[config.mk]
export PLATFORM = sky130hd
export DESIGN_NAME = smi_tx_deframer
export DESIGN_NICKNAME = d
export VERILOG_FILES = /design/src/rtl/smi_tx_pkg.sv /design/src/rtl/smi_tx_deframer_swe_sync.sv /design/src/rtl/smi_tx_deframer.sv
export SDC_FILE = /design/constraint.sdc
export NUM_CORES = 1
export LEC_CHECK = 0
export ABC_AREA = 0
export CAP_MARGIN = 20
export CORE_MARGIN = 2
export CORE_UTILIZATION = 50
export DETAILED_ROUTE_END_ITERATION = 16
export PLACE_DENSITY_LB_ADDON = 0.2
export REMOVE_ABC_BUFFERS = 1
export SETUP_SLACK_MARGIN = 0.15
export SYNTH_ARGS = -nofsm -noshare
export SYNTH_HDL_FRONTEND = slang
export SYNTH_SLANG_ARGS = --single-unit
[constraint.sdc]
create_clock -name i_sys_clk -period 3.53 [get_ports i_sys_clk]
set_input_delay 0.353 -clock i_sys_clk [delete_from_list [all_inputs] [get_ports i_sys_clk]]
set_output_delay 0.353 -clock i_sys_clk [all_outputs]
set_load 0.005 [all_outputs]
[src/rtl/smi_tx_pkg.sv]
// smi_tx_pkg
// Shared definitions for the SMI TX deframer: FSM state type, output-word
// header constants, field offsets of the formatted FIFO word and a packing
// helper used both for decoded frames and for the quiet (abort-fill) word.
// Packing works in a 64-bit container; callers truncate to 2*SAMPLE_W+6.
package smi_tx_pkg;

  localparam int WORD_MAX = 64;

  localparam logic [1:0] HDR_I = 2'b10;
  localparam logic [1:0] HDR_Q = 2'b01;

  typedef enum logic {IDLE, COLLECT} state_t;

  // Output word, LSB first: pad(0) | Q | HDR_Q | tx_en | I | HDR_I
  localparam int unsigned OFF_Q_LSB = 1;

  function automatic int unsigned off_hdr_q_lsb(input int unsigned sw);
    return sw + 1;
  endfunction

  function automatic int unsigned off_tx_en(input int unsigned sw);
    return sw + 3;
  endfunction

  function automatic int unsigned off_i_lsb(input int unsigned sw);
    return sw + 4;
  endfunction

  function automatic int unsigned off_hdr_i_lsb(input int unsigned sw);
    return 2 * sw + 4;
  endfunction

  // Sample arguments must already be zero-extended from sw bits.
  function automatic logic [WORD_MAX-1:0] pack_word(input logic [31:0] i_smp,
                                                    input logic [31:0] q_smp,
                                                    input logic        tx_en,
                                                    input int unsigned sw);
    logic [WORD_MAX-1:0] w;
    w = '0;
    w = w | (64'(q_smp) << OFF_Q_LSB);
    w = w | (64'(HDR_Q) << off_hdr_q_lsb(sw));
    w = w | (64'(tx_en) << off_tx_en(sw));
    w = w | (64'(i_smp) << off_i_lsb(sw));
    w = w | (64'(HDR_I) << off_hdr_i_lsb(sw));
    return w;
  endfunction

  function automatic logic [WORD_MAX-1:0] quiet_word(input int unsigned sw);
    return pack_word(32'd0, 32'd0, 1'b0, sw);
  endfunction

endpackage

[src/rtl/smi_tx_deframer_swe_sync.sv]
// smi_swe_sync
// Brings the asynchronous SMI write strobe and data bus into the clock
// domain. SWE is normalised to active-high, passed through a 2-FF
// synchroniser and one extra delay stage; the edge pulse marks the end of
// a strobe (1->0 of the normalised signal). Data goes through 3 FFs so the
// byte presented with o_edge was sampled while the strobe was still active.
// Ports:
//   i_clk   clock
//   i_rst   synchronous active-high reset
//   i_swe   raw SWE pin (polarity set by SWE_ACTIVE_HIGH)
//   i_data  raw SMI data bus
//   o_edge  one-cycle pulse per completed strobe
//   o_byte  byte aligned with o_edge
module smi_swe_sync #(
  parameter int BUS_W           = 8,
  parameter int SWE_ACTIVE_HIGH = 0
) (
  input  logic             i_clk,
  input  logic             i_rst,
  input  logic             i_swe,
  input  logic [BUS_W-1:0] i_data,
  output logic             o_edge,
  output logic [BUS_W-1:0] o_byte
);

  logic             w_swe_norm;
  logic             r_swe_s1;
  logic             r_swe_s2;
  logic             r_swe_d;
  logic [BUS_W-1:0] r_data_s1;
  logic [BUS_W-1:0] r_data_s2;
  logic [BUS_W-1:0] r_data_s3;

  assign w_swe_norm = (SWE_ACTIVE_HIGH != 0) ? i_swe : ~i_swe;

  always_ff @(posedge i_clk) begin
    if (i_rst) begin
      r_swe_s1  <= 1'b0;
      r_swe_s2  <= 1'b0;
      r_swe_d   <= 1'b0;
      r_data_s1 <= '0;
      r_data_s2 <= '0;
      r_data_s3 <= '0;
    end else begin
      r_swe_s1  <= w_swe_norm;
      r_swe_s2  <= r_swe_s1;
      r_swe_d   <= r_swe_s2;
      r_data_s1 <= i_data;
      r_data_s2 <= r_data_s1;
      r_data_s3 <= r_data_s2;
    end
  end

  assign o_edge = r_swe_d & ~r_swe_s2;
  assign o_byte = r_data_s3;

endmodule

[src/rtl/smi_tx_deframer.sv]
// smi_tx_deframer
// Collects SMI bytes, checks SOF (MSB=1) / continuation (MSB=0) framing,
// unpacks {chan, I, Q} from the concatenated payload bits and pushes one
// formatted word per good frame through a single-entry hold buffer.
//
// state   | meaning
// IDLE    | waiting for a byte with MSB=1 (byte 0)
// COLLECT | byte 0 seen, r_idx = next byte index (1..FRAME_BYTES-1)
//
// Ports:
//   i_sys_clk, i_rst              clock, synchronous active-high reset
//   i_smi_swe_srw, i_smi_data_in  async SMI strobe and data
//   i_mode                        0 strict, 1 push quiet word on abort
//   i_clr_cnt                     clear status counters
//   i_tx_fifo_full                FIFO backpressure
//   o_tx_fifo_push/_pushed_data/_chan  FIFO write side
//   o_smi_write_req               !i_tx_fifo_full
//   o_frame_cnt/o_err_cnt/o_ovf_cnt    saturating status counters
module smi_tx_deframer
  import smi_tx_pkg::*;
#(
  parameter int BUS_W           = 8,
  parameter int FRAME_BYTES     = 4,
  parameter int SAMPLE_W        = 13,
  parameter int CH_W            = 2,
  parameter int TIMEOUT_CYC     = 1024,
  parameter int SWE_ACTIVE_HIGH = 0,
  parameter int CNT_W           = 16
) (
  input  logic                    i_sys_clk,
  input  logic                    i_rst,
  input  logic                    i_smi_swe_srw,
  input  logic [BUS_W-1:0]        i_smi_data_in,
  input  logic                    i_mode,
  input  logic                    i_clr_cnt,
  input  logic                    i_tx_fifo_full,
  output logic                    o_tx_fifo_push,
  output logic [2*SAMPLE_W+5:0]   o_tx_fifo_pushed_data,
  output logic [CH_W-1:0]         o_tx_fifo_chan,
  output logic                    o_smi_write_req,
  output logic [CNT_W-1:0]        o_frame_cnt,
  output logic [CNT_W-1:0]        o_err_cnt,
  output logic [CNT_W-1:0]        o_ovf_cnt
);

  localparam int WORD_W = 2 * SAMPLE_W + 6;
  localparam int PL_W   = BUS_W - 1;
  localparam int ACC_W  = PL_W * FRAME_BYTES;
  localparam int IDX_W  = (FRAME_BYTES > 2) ? $clog2(FRAME_BYTES) : 1;
  localparam int TMO_W  = $clog2(TIMEOUT_CYC);
  localparam logic [TMO_W-1:0]  TMO_LOAD = TMO_W'(TIMEOUT_CYC - 1);
  localparam logic [IDX_W-1:0]  IDX_LAST = IDX_W'(FRAME_BYTES - 1);
  localparam logic [WORD_W-1:0] QUIET    = WORD_W'(quiet_word(SAMPLE_W));

  logic               w_edge;
  logic [BUS_W-1:0]   w_byte;
  logic               w_sof;
  logic [ACC_W-1:0]   w_shifted;
  logic [CH_W-1:0]    w_chan;
  logic [SAMPLE_W-1:0] w_i;
  logic [SAMPLE_W-1:0] w_q;
  logic [WORD_W-1:0]  w_word;

  state_t             r_state, w_state_nxt;
  logic [IDX_W-1:0]   r_idx, w_idx_nxt;
  logic [ACC_W-1:0]   r_acc, w_acc_nxt;
  logic [TMO_W-1:0]   r_tmo, w_tmo_nxt;
  logic               w_load;
  logic [WORD_W-1:0]  w_load_data;
  logic [CH_W-1:0]    w_load_chan;
  logic               w_frame_inc;
  logic               w_err_inc;
  logic               w_ovf_inc;
  logic               w_drain;

  logic               r_hold_vld;
  logic [WORD_W-1:0]  r_hold_data;
  logic [CH_W-1:0]    r_hold_chan;
  logic [CNT_W-1:0]   r_frame_cnt, r_err_cnt, r_ovf_cnt;

  smi_swe_sync #(
    .BUS_W           (BUS_W),
    .SWE_ACTIVE_HIGH (SWE_ACTIVE_HIGH)
  ) u_sync (
    .i_clk  (i_sys_clk),
    .i_rst  (i_rst),
    .i_swe  (i_smi_swe_srw),
    .i_data (i_smi_data_in),
    .o_edge (w_edge),
    .o_byte (w_byte)
  );

  // Byte 0 ends up most significant after FRAME_BYTES shifts; a new SOF
  // needs no clearing because stale bits are shifted out by then.
  assign w_sof     = w_byte[BUS_W-1];
  assign w_shifted = {r_acc[ACC_W-PL_W-1:0], w_byte[PL_W-1:0]};
  assign w_chan    = w_shifted[ACC_W-1 -: CH_W];
  assign w_i       = w_shifted[ACC_W-CH_W-1 -: SAMPLE_W];
  assign w_q       = w_shifted[ACC_W-CH_W-SAMPLE_W-1 -: SAMPLE_W];
  assign w_word    = WORD_W'(pack_word(32'(w_i), 32'(w_q), 1'b1, SAMPLE_W));

  always_comb begin
    w_state_nxt = r_state;
    w_idx_nxt   = r_idx;
    w_acc_nxt   = r_acc;
    w_tmo_nxt   = r_tmo;
    w_load      = 1'b0;
    w_load_data = '0;
    w_load_chan = '0;
    w_frame_inc = 1'b0;
    w_err_inc   = 1'b0;
    case (r_state)
      IDLE: begin
        w_tmo_nxt = TMO_LOAD;
        if (w_edge) begin
          if (w_sof) begin
            w_acc_nxt   = w_shifted;
            w_idx_nxt   = IDX_W'(1);
            w_state_nxt = COLLECT;
          end else begin
            w_err_inc = 1'b1;
          end
        end
      end
      COLLECT: begin
        if (w_edge) begin
          w_tmo_nxt = TMO_LOAD;
          w_acc_nxt = w_shifted;
          if (w_sof) begin
            w_err_inc   = 1'b1;
            w_load      = i_mode;
            w_load_data = QUIET;
            w_idx_nxt   = IDX_W'(1);
          end else if (r_idx == IDX_LAST) begin
            w_frame_inc = 1'b1;
            w_load      = 1'b1;
            w_load_data = w_word;
            w_load_chan = w_chan;
            w_idx_nxt   = '0;
            w_state_nxt = IDLE;
          end else begin
            w_idx_nxt = r_idx + IDX_W'(1);
          end
        end else if (r_tmo == '0) begin
          w_err_inc   = 1'b1;
          w_load      = i_mode;
          w_load_data = QUIET;
          w_idx_nxt   = '0;
          w_state_nxt = IDLE;
        end else begin
          w_tmo_nxt = r_tmo - TMO_W'(1);
        end
      end
      default: begin
        w_idx_nxt   = '0;
        w_state_nxt = IDLE;
      end
    endcase
  end

  always_ff @(posedge i_sys_clk) begin
    if (i_rst) begin
      r_state <= IDLE;
      r_idx   <= '0;
      r_acc   <= '0;
      r_tmo   <= TMO_LOAD;
    end else begin
      r_state <= w_state_nxt;
      r_idx   <= w_idx_nxt;
      r_acc   <= w_acc_nxt;
      r_tmo   <= w_tmo_nxt;
    end
  end

  // Hold buffer: a load while full and not draining is lost (overflow).
  assign w_drain   = r_hold_vld & ~i_tx_fifo_full;
  assign w_ovf_inc = w_load & r_hold_vld & ~w_drain;

  always_ff @(posedge i_sys_clk) begin
    if (i_rst) begin
      r_hold_vld  <= 1'b0;
      r_hold_data <= '0;
      r_hold_chan <= '0;
    end else if (w_load && (!r_hold_vld || w_drain)) begin
      r_hold_vld  <= 1'b1;
      r_hold_data <= w_load_data;
      r_hold_chan <= w_load_chan;
    end else if (w_drain) begin
      r_hold_vld <= 1'b0;
    end
  end

  always_ff @(posedge i_sys_clk) begin
    if (i_rst || i_clr_cnt) begin
      r_frame_cnt <= '0;
      r_err_cnt   <= '0;
      r_ovf_cnt   <= '0;
    end else begin
      if (w_frame_inc && (r_frame_cnt != '1)) r_frame_cnt <= r_frame_cnt + CNT_W'(1);
      if (w_err_inc && (r_err_cnt != '1))     r_err_cnt   <= r_err_cnt + CNT_W'(1);
      if (w_ovf_inc && (r_ovf_cnt != '1))     r_ovf_cnt   <= r_ovf_cnt + CNT_W'(1);
    end
  end

  assign o_tx_fifo_push        = w_drain;
  assign o_tx_fifo_pushed_data = r_hold_data;
  assign o_tx_fifo_chan        = r_hold_chan;
  assign o_smi_write_req       = ~i_tx_fifo_full;
  assign o_frame_cnt           = r_frame_cnt;
  assign o_err_cnt             = r_err_cnt;
  assign o_ovf_cnt             = r_ovf_cnt;

endmodule

# == Word level (Yosys, flattened, before mapping) ==
# Cells that the tools add are included.
# classes
muxes,45
bitwise_logic,10
reduce_logical,11
addsub,5
n_eq_ne,9
# op_table
op,n
$mux 32,5
$mux 21,3
$add 16x1->16 const B,3
$ne 16x16->1 const B,3
$pmux 21 s2,1
$or 17x30->30,1
$mux 1,20
$mux 10,2
$mux 2,10
$pmux 10 s2,1
$logic_not 10->1,1
$sub 10x1->10 const B,1
$ne 2x1->1 const B,3
$reduce_and 3->1,2
$not 1->1,5
$and 1x1->1,4
$logic_and 1x1->1,4
$pmux 1 s2,2
$pmux 2 s2,1
$ne 3x1->1 const B,1
$ne 3x2->1 const B,1
$add 2x1->2 const B,1
$eq 2x2->1 const B,1
$logic_or 1x1->1,2
2 further kinds,2
# totals
reg_bits,144
output_inout_bits,84
in_bits,14
elab_cells,96

# == Logic depth before layout (Yosys ltp) ==
# Gate-level depths: netlist of the first run.
# logic_depth
ltp_word,8
mapped_depth,9
depth_no_buf,7

# == By module ==
# A second synthesis of the first run with hierarchy kept.
# unflattened
cells_unflattened,676
area_unflattened_um2,5774.3
# modules_own_cells
mod,cells_each,n_inst,seq_area_each_um2,area_per_inst_um2
smi_tx_deframer,619,1,2262.2,5021.1
smi_swe_sync,57,1,540.5,753.2

# == Worst setup path after synthesis of the first run ==
# OpenSTA, ideal clock, no wires.
# synth_timing
path_type,reg-to-reg
start,register r_tmo[0]
end,register r_err_cnt[15] (netlist: o_err_cnt[15])
path_slack_ns,1.097
setup_time_ns,0.071
stages_incl_launch_ff,9
t_arrival_ns,2.363
t_required_ns,3.459
period_less_slack_ns,2.433
n_path_buf,1
cell_sequence,dfxtp_1 > inv_1 > ha_1 > or4b_1 > or3_1 > buf_6 > o22a_4 > or4_1 > a21oi_1
# synth_between
elab_chain_len,5
# synth_rtl
item,line_no,source
start: declaration,smi_tx_deframer.sv:67,"logic [TMO_W-1:0] r_tmo, w_tmo_nxt;"
start signal: assignment,smi_tx_deframer.sv:171,r_tmo <= w_tmo_nxt;
$logic_not 10->1,smi_tx_deframer.sv:144,end else if (r_tmo == '0) begin
$mux 1,smi_tx_deframer.sv:144,
$mux 1,smi_tx_deframer.sv:126,if (w_edge) begin
$pmux 1 s2,smi_tx_deframer.sv:112,case (r_state)
$logic_and 1x1->1,smi_tx_deframer.sv:200,if (w_err_inc && (r_err_cnt != '1)) r_err_cnt <= r_err_cnt + CNT_W'(1);
end signal: assignment,smi_tx_deframer.sv:200,
end: declaration,smi_tx_deframer.sv:79,"logic [CNT_W-1:0] r_frame_cnt, r_err_cnt, r_ovf_cnt;"
# Every way passes these cells.
# A chain may end at the register's enable or synchronous reset.

# == Final worst setup path of the first run ==
# layout_timing
start,register r_tmo[0]
end,register r_err_cnt[7] (netlist: o_err_cnt[7])
# Same word-level chain as after synthesis.

==> results of run 1 <==
## how the worst min path moves through the flow
stage                                                end  slack, ns  cells past startpoint
final                              r_tmo[1]$_SDFFE_PP1P_       0.39                      3
after floorplan              u_sync.o_byte[0]$_SDFF_PP0_       0.41                      1
after CTS                          r_tmo[1]$_SDFFE_PP1P_       0.38                      3
after global routing               r_tmo[4]$_SDFFE_PP1P_       0.39                      3
after global placement       u_sync.o_byte[7]$_SDFF_PP0_       0.42                      1
after detailed placement  u_sync.r_data_s2[7]$_SDFF_PP0_       0.42                      1
## per-layer routing
layer  part of all wire  global-route usage  wire (um)  vias up
met1               0.45               0.269       5860     2434
met4              0.015              0.0774        194        0
met5                  0                   0          0        -
met3              0.050              0.0615        660       17
li1                   -                   -          -     2531
met2               0.49               0.365       6450      131
## state kept, by name, indices dropped and copies added (netlist names)
name	cells
u_sync.r_swe_s2	1
r_hold_vld	1
o_tx_fifo_pushed_data	28
o_frame_cnt	16
u_sync.r_swe_d	1
u_sync.o_byte	8
r_idx	2
u_sync.r_data_s1	8
u_sync.r_swe_s1	1
r_state	1
o_err_cnt	16
o_tx_fifo_chan	2
r_tmo	10
o_ovf_cnt	16
u_sync.r_data_s2	8
r_acc	21
## worst max-delay path, cell delays in order (launching register included)
cell	delay, ns
dfxtp_1	0.32
inv_1	0.14
ha_1	0.19
or4b_1	0.45
or3_1	0.48
o22a_4	0.38
or4_1	0.52
a21oi_1	0.16
## power by group through the flow
stage          logic, mW  clock network [mW]  registers [mW]
3_5_place_dp      0.0668                   0            1.63
5_1_grt           0.0730                2.07            1.60
4_1_cts           0.0669                1.99            1.60
6_report          0.0665                1.96            1.60
2_1_floorplan     0.0280                   0            1.63
3_3_place_gp      0.0651                   0            1.63
## area by class of cell
| class | instances | area [um2] | area share |
|---|---|---|---|
| clock buffers | 21 | 470 | 0.0634 |
| clock inverters | 11 | 189 | 0.0255 |
| inverters | 6 | 22.5 | 0.00304 |
| multi-input cells | 487 | 2760 | 0.373 |
| flip-flops and latches | 140 | 2800 | 0.378 |
| well taps | 143 | 179 | 0.0241 |
| repair buffers | 101 | 988 | 0.133 |
## logic make-up (layout without fill, tap and decap cells)
family,after synthesis,after routing,share of synthesized area
adders and majority gates,6,6,0.0130
DFF,140,140,0.486
other,1,3,0.000650
buffers and inverters,49,139,0.0377
xor gates and xnor gates,19,19,0.0289
AOI/OAI and AO/OA,128,128,0.123
muxes,6,6,0.0104
and+or+nand+nor,325,325,0.300
## cell usage in the layout, fill, tap and decap left out, types with 17 or more instances in the layout
cell and instances:
dfxtp_1 140, nand4_1 17, o21ai_0 51, nand2_1 78, clkbuf_16 17, a21oi_1 53, clkdlybuf4s50_1 93, or3_1 19
nor2b_1 29, nor2_1 34, nand2b_1 31, nand3_1 54
## stage by stage
| step | instance area (um2) | total power, mW | setup TNS, ns | hold WS [ns] |
|---|---|---|---|---|
| floorplan | 5580 | 1.66 | -31.14 | 0.414 |
| global placement | 6750 | 1.70 | 0 | 0.418 |
| detailed placement | 6760 | 1.70 | 0 | 0.420 |
| CTS | 7410 | 3.66 | 0 | 0.376 |
| global route | 7410 | 3.74 | 0 | 0.392 |
| finish | 7410 | 3.63 | 0 | 0.391 |
==> reports/qor.csv, run 1 <==
metric;value;unit
Slew HR;0.348;
Initial DRC Count;333;
Max Fanout on Critical Path;26;
Tcrit/Tclk final;0.775;
status;finished clean;
cts hold-fix bufs;0;
Synth area leader;dfxtp_1;
Net Sw Power;698;uW
worst-skew pair later-pin latency;0.42;ns
starting density of the core;0.510;
share of the synthesized area in the top cell type;0.486;
CTS root buf;clkbuf_16;
PwrDens;489;nW/um2
post-CTS sizing;0;
sequential group share of total power;0.441;
Clk pwr share;0.541;
final wirelength;13200;um
worst path arrival time;3.07;ns
drt pass-1 iters;5;
clk sinks;140;
number of max-cap violations;0;
Synth top cells by count;dfxtp_1 (140), nand2_1 (78), nand3_1 (54), a21oi_1 (53), o21ai_0 (52);
R2R Setup Slk;0.80;ns
minimum clock period;2.73;ns
Setup violations, final;0;
die width;111;um
worst min-delay path class;input pin to flop;
P_leak;2.43;nW
Synth area leaders;dfxtp_1 (49%), nand2_1 (5.1%), nand3_1 (4.7%);
#FFs+latches synth;140;
total grt overflow;0;
Wirelength per Cell;14.5;um
CTS tree;done;
# placed instances;877;
Post-Route Utilization;0.655;
library cells used by synthesis;44;
reg2reg start;r_tmo[0]$_SDFFE_PP1P_;
Final Hold Viols;0;
worst hold start;i_rst;
Mean Syn Cell Area;8.56;um2
crit path kind;flop to flop;
Comb power frac;0.018;
Pint;2.93;mW
Worst Max-Slew Pin Slew;0.970;ns
die area;12400;um2
Clock transition at path regs;0.06;ns
clock buffer count from CTS;17;
R2R depth;7;
DIE HEIGHT;111;um
sequential area share after synthesis;0.486;
DRC;0;
post-detail-place hpwl;8610;um
P&R area growth vs syn;28.5;%
initial antenna violation count;0;
number of synthesis warnings;0;
CP required;3.86;ns
DRT antenna net count;0;
post-CTS setup repair buffer count;0;
RSZ-0062 raised after global routing;no;
Routability Congestion;0.832;
Final WS setup;0.796;ns
largest net degree at the start of global routing;87;
post-synthesis async set-or-reset flop share;0;
top-count cell post-synth;dfxtp_1;
first-pass GRT wire length;22500;um
CP endpoint kind;flop;
Pins Over Slew Limit;0;
Peak Freq;366;MHz
FP Rows;39;
final setup skew;0.00860;ns
number of synthesized flops with an enable pin;0;
clk buf depth;2;
total core area;11300;um2
share of layout cells above drive strength 1;0.0627;
layout net count;773;
Critical Path Start Type;flop;
Via density;5.62;
FF-to-FF End;o_err_cnt[7]$_SDFFE_PP0P_;
Syn Inst Count;674;
non-filler cells, final;909;
vias in the first global route;4990;
critical path capture point;o_err_cnt[7]$_SDFFE_PP0P_;
fraction of power spent switching nets;0.192;
dominant synthesized flop cell;dfxtp_1;
number of I/O pins;98;
pre-CTS WS;0.797;ns
synthesized area;5770;um2
ant diodes;0;
Critical Path Source;r_tmo[0]$_SDFFE_PP1P_;
total global-route track usage;0.217;
via count;5113;
port buffer count;94;
H-tree depth;4;
fillers;980;
worst IR drop on VDD;0.000505;V
No activity file was read; power rests on OpenSTA's default activity.
==> run 2, diff against run 1 <==
- CORE_UTILIZATION: 50 -> 48
- clock period: 3.53 -> 2.2 ns (I/O delays scaled with it)
==> reports/qor.csv, run 2 (synthesis gave the netlist of run 1 again) <==
metric;value;unit;change
status;finished with violations;;
failing checks;negative setup slack;;
initial antenna violation count;0;;unchanged
Setup violations, final;14;;+14
port buffer count;94;;unchanged
worst-skew pair later-pin latency;0.42;ns;about the same
CP max stage delay;0.54;ns;+0.02 ns
CP required;2.56;ns;-1.30 ns
die area;12900;um2;+4.0%
most common cell after layout, fill and taps aside;dfxtp_1;;
P_leak;2.65;nW;+8.9%
DIE HEIGHT;114;um;+2.0%
total core area;11900;um2;+4.8%
FP Rows;40;;+2.6%
Worst path slowest cell;or4_1;;
Final Hold Viols;0;;unchanged
worst min-delay path class;input pin to flop;;
R2R Setup Slk;-0.16;ns;-0.96 ns
H-tree depth;4;;unchanged
number of I/O pins;98;;unchanged
fillers;985;;+0.51%
Crit path max-delay family;simple AND/OR/NAND/NOR gates;;
crit path buf inv count;1;;unchanged
critical path, cell by cell;inv_2 -> ha_4 -> or4b_4 -> or3_4 -> o22a_4 -> or4_1 -> a21oi_2;;
Routability Congestion;0.870;;+4.6%
first-pass GRT wire length;22900;um;+1.4%
starting density of the core;0.486;;-0.0232
Slew HR;0.396;;+0.0486
Wirelength per Cell;15.0;um;+3.4%
largest net degree at the start of global routing;60;;-31%
vias in the first global route;5030;;+0.80%
worst IR drop on VDD;0.000520;V;+3.0%
Via density;5.54;;-1.5%
CTS root buf;clkbuf_16;;
RSZ-0062 raised after global routing;yes;;
multi-input logic area;2930;um2;+6.0%
Pins Over Slew Limit;0;;unchanged
layout net count;810;;+4.8%
Tcrit/Tclk final;1.07;;+0.298
PwrDens;755;nW/um2;+54%
most frequent cells in the layout;dfxtp_1 (138), clkdlybuf4s50_1 (93), nand2_1 (78), nand3_1 (53), o21ai_0 (47);;
total grt overflow;0;;unchanged
Critical Path Start Type;flop;;
total global-route track usage;0.217;;-0.000423
DRC;0;;unchanged
drt pass-1 iters;5;;unchanged
final wirelength;14200;um;+8.0%
dpl cell area;6990;um2;+3.4%
worst path arrival time;2.72;ns;-0.35 ns
die width;114;um;+2.0%
DRT antenna net count;0;;unchanged
via count;5262;;+2.9%
P&R area growth vs syn;37.1;%;
clk buf depth;2;;unchanged
number of max-cap violations;0;;unchanged
share of layout cells above drive strength 1;0.143;;+0.0805
CTS tree;done;;
Reg area;2810;um2;about the same
Post-Route Setup TNS;-0.993;ns;-0.993 ns
clock buffer count from CTS;17;;unchanged
Worst Max-Slew Pin Slew;0.906;ns;-0.0640 ns
final instance area;7910;um2;+6.6%
minimum clock period;2.36;ns;-0.374 ns
CP endpoint kind;flop;;
Peak Freq;424;MHz;+16%
crit path kind;flop to flop;;
clk sinks;140;;unchanged
final setup skew;0.0124;ns;+0.00378 ns
max FFs per register;28;;unchanged
Initial DRC Count;307;;-7.8%
post-detail-place hpwl;8960;um;+4.1%
ant diodes;0;;unchanged
Final WS setup;-0.160;ns;-0.956 ns
Clock transition at path regs;0.06;ns;about the same
Max Fanout on Critical Path;6;;-77%
[run 2: cell types whose count changed in the layout (fill, tap and decap cells not counted), moves of 3 or more]
cell,delta
or3_4,+4
o21ai_1,+3
a21oi_2,+9
or3_1,-4
inv_6,+3
o21ai_0,-4
buf_4,+29
a21oi_1,-9
[run 2: worst register-to-register path: cells and delay by family, from the launching register on]
kind	cells	cell delay, ns
simple gates	3	1.39
compound gates	2	0.39
flops	1	0.32
fa+ha+maj	1	0.13
buf+inv	1	0.07
[run 2: area by class of cell]
| class | instances | share of cell area |
|---|---|---|
| Multi-Input combinational cell | 489 | 0.370 |
| Sequential cell | 140 | 0.355 |
| Clock buffer | 19 | 0.0573 |
| Inverter | 6 | 0.00285 |
| Tap cell | 147 | 0.0233 |
| Clock inverter | 13 | 0.0298 |
| Timing Repair Buffer | 136 | 0.162 |
[run 2: repair_timing]
action,CTS,global route
gates resized for setup,10,29
endpoints found under the setup margin,58,61
gates cloned,2,4
setup buffers,0,3
hold buffers,0,0
pin swaps,15,24
[run 2: path summary, 6_finish.rpt]
kind / start / endpoint / cells past startpoint
worst max register to register: r_tmo[1]$_SDFFE_PP1P_ / o_err_cnt[6]$_SDFFE_PP0P_ / 7
worst min register to register: u_sync.r_data_s1[3]$_SDFF_PP0_ / u_sync.r_data_s2[3]$_SDFF_PP0_ / 1
worst min-delay path: i_rst / r_tmo[9]$_SDFFE_PP1P_ / 3
worst max-delay path: r_tmo[1]$_SDFFE_PP1P_ / o_err_cnt[6]$_SDFFE_PP0P_ / 7
[run 2: per-stage QoR]
step           setup WS [ns]  power (mW)  instances   util  hold slack [ns]
2_1_floorplan          -2.38        2.66        633      -            0.287
3_3_place_gp          -0.235        2.73        909  0.589            0.418
3_5_place_dp          -0.279        2.73        909  0.589            0.420
4_1_cts               -0.140        6.01        943  0.652            0.232
5_1_grt               -0.237        6.15        950  0.667            0.244
6_report              -0.160        5.97        950  0.667            0.256
[run 2: power breakdown]
| part | total (mW) | switching, mW | leakage (nW) | internal [mW] |
|---|---|---|---|---|
| clock | 3.29 | 1.09 | 0.331 | 2.20 |
| combinational | 0.121 | 0.0654 | 1.19 | 0.0551 |
| sequential | 2.56 | 0.00732 | 1.13 | 2.56 |
| total | 5.97 | 1.17 | 2.65 | 4.81 |
[run 2: metal layers]
layer / routed length, um / vias up / track usage
li1: - / 2619 / -
met4: 199 / 0 / 0.0902
met2: 6930 / 143 / 0.354
met5: 0 / - / 0
met3: 683 / 20 / 0.0526
met1: 6400 / 2480 / 0.277
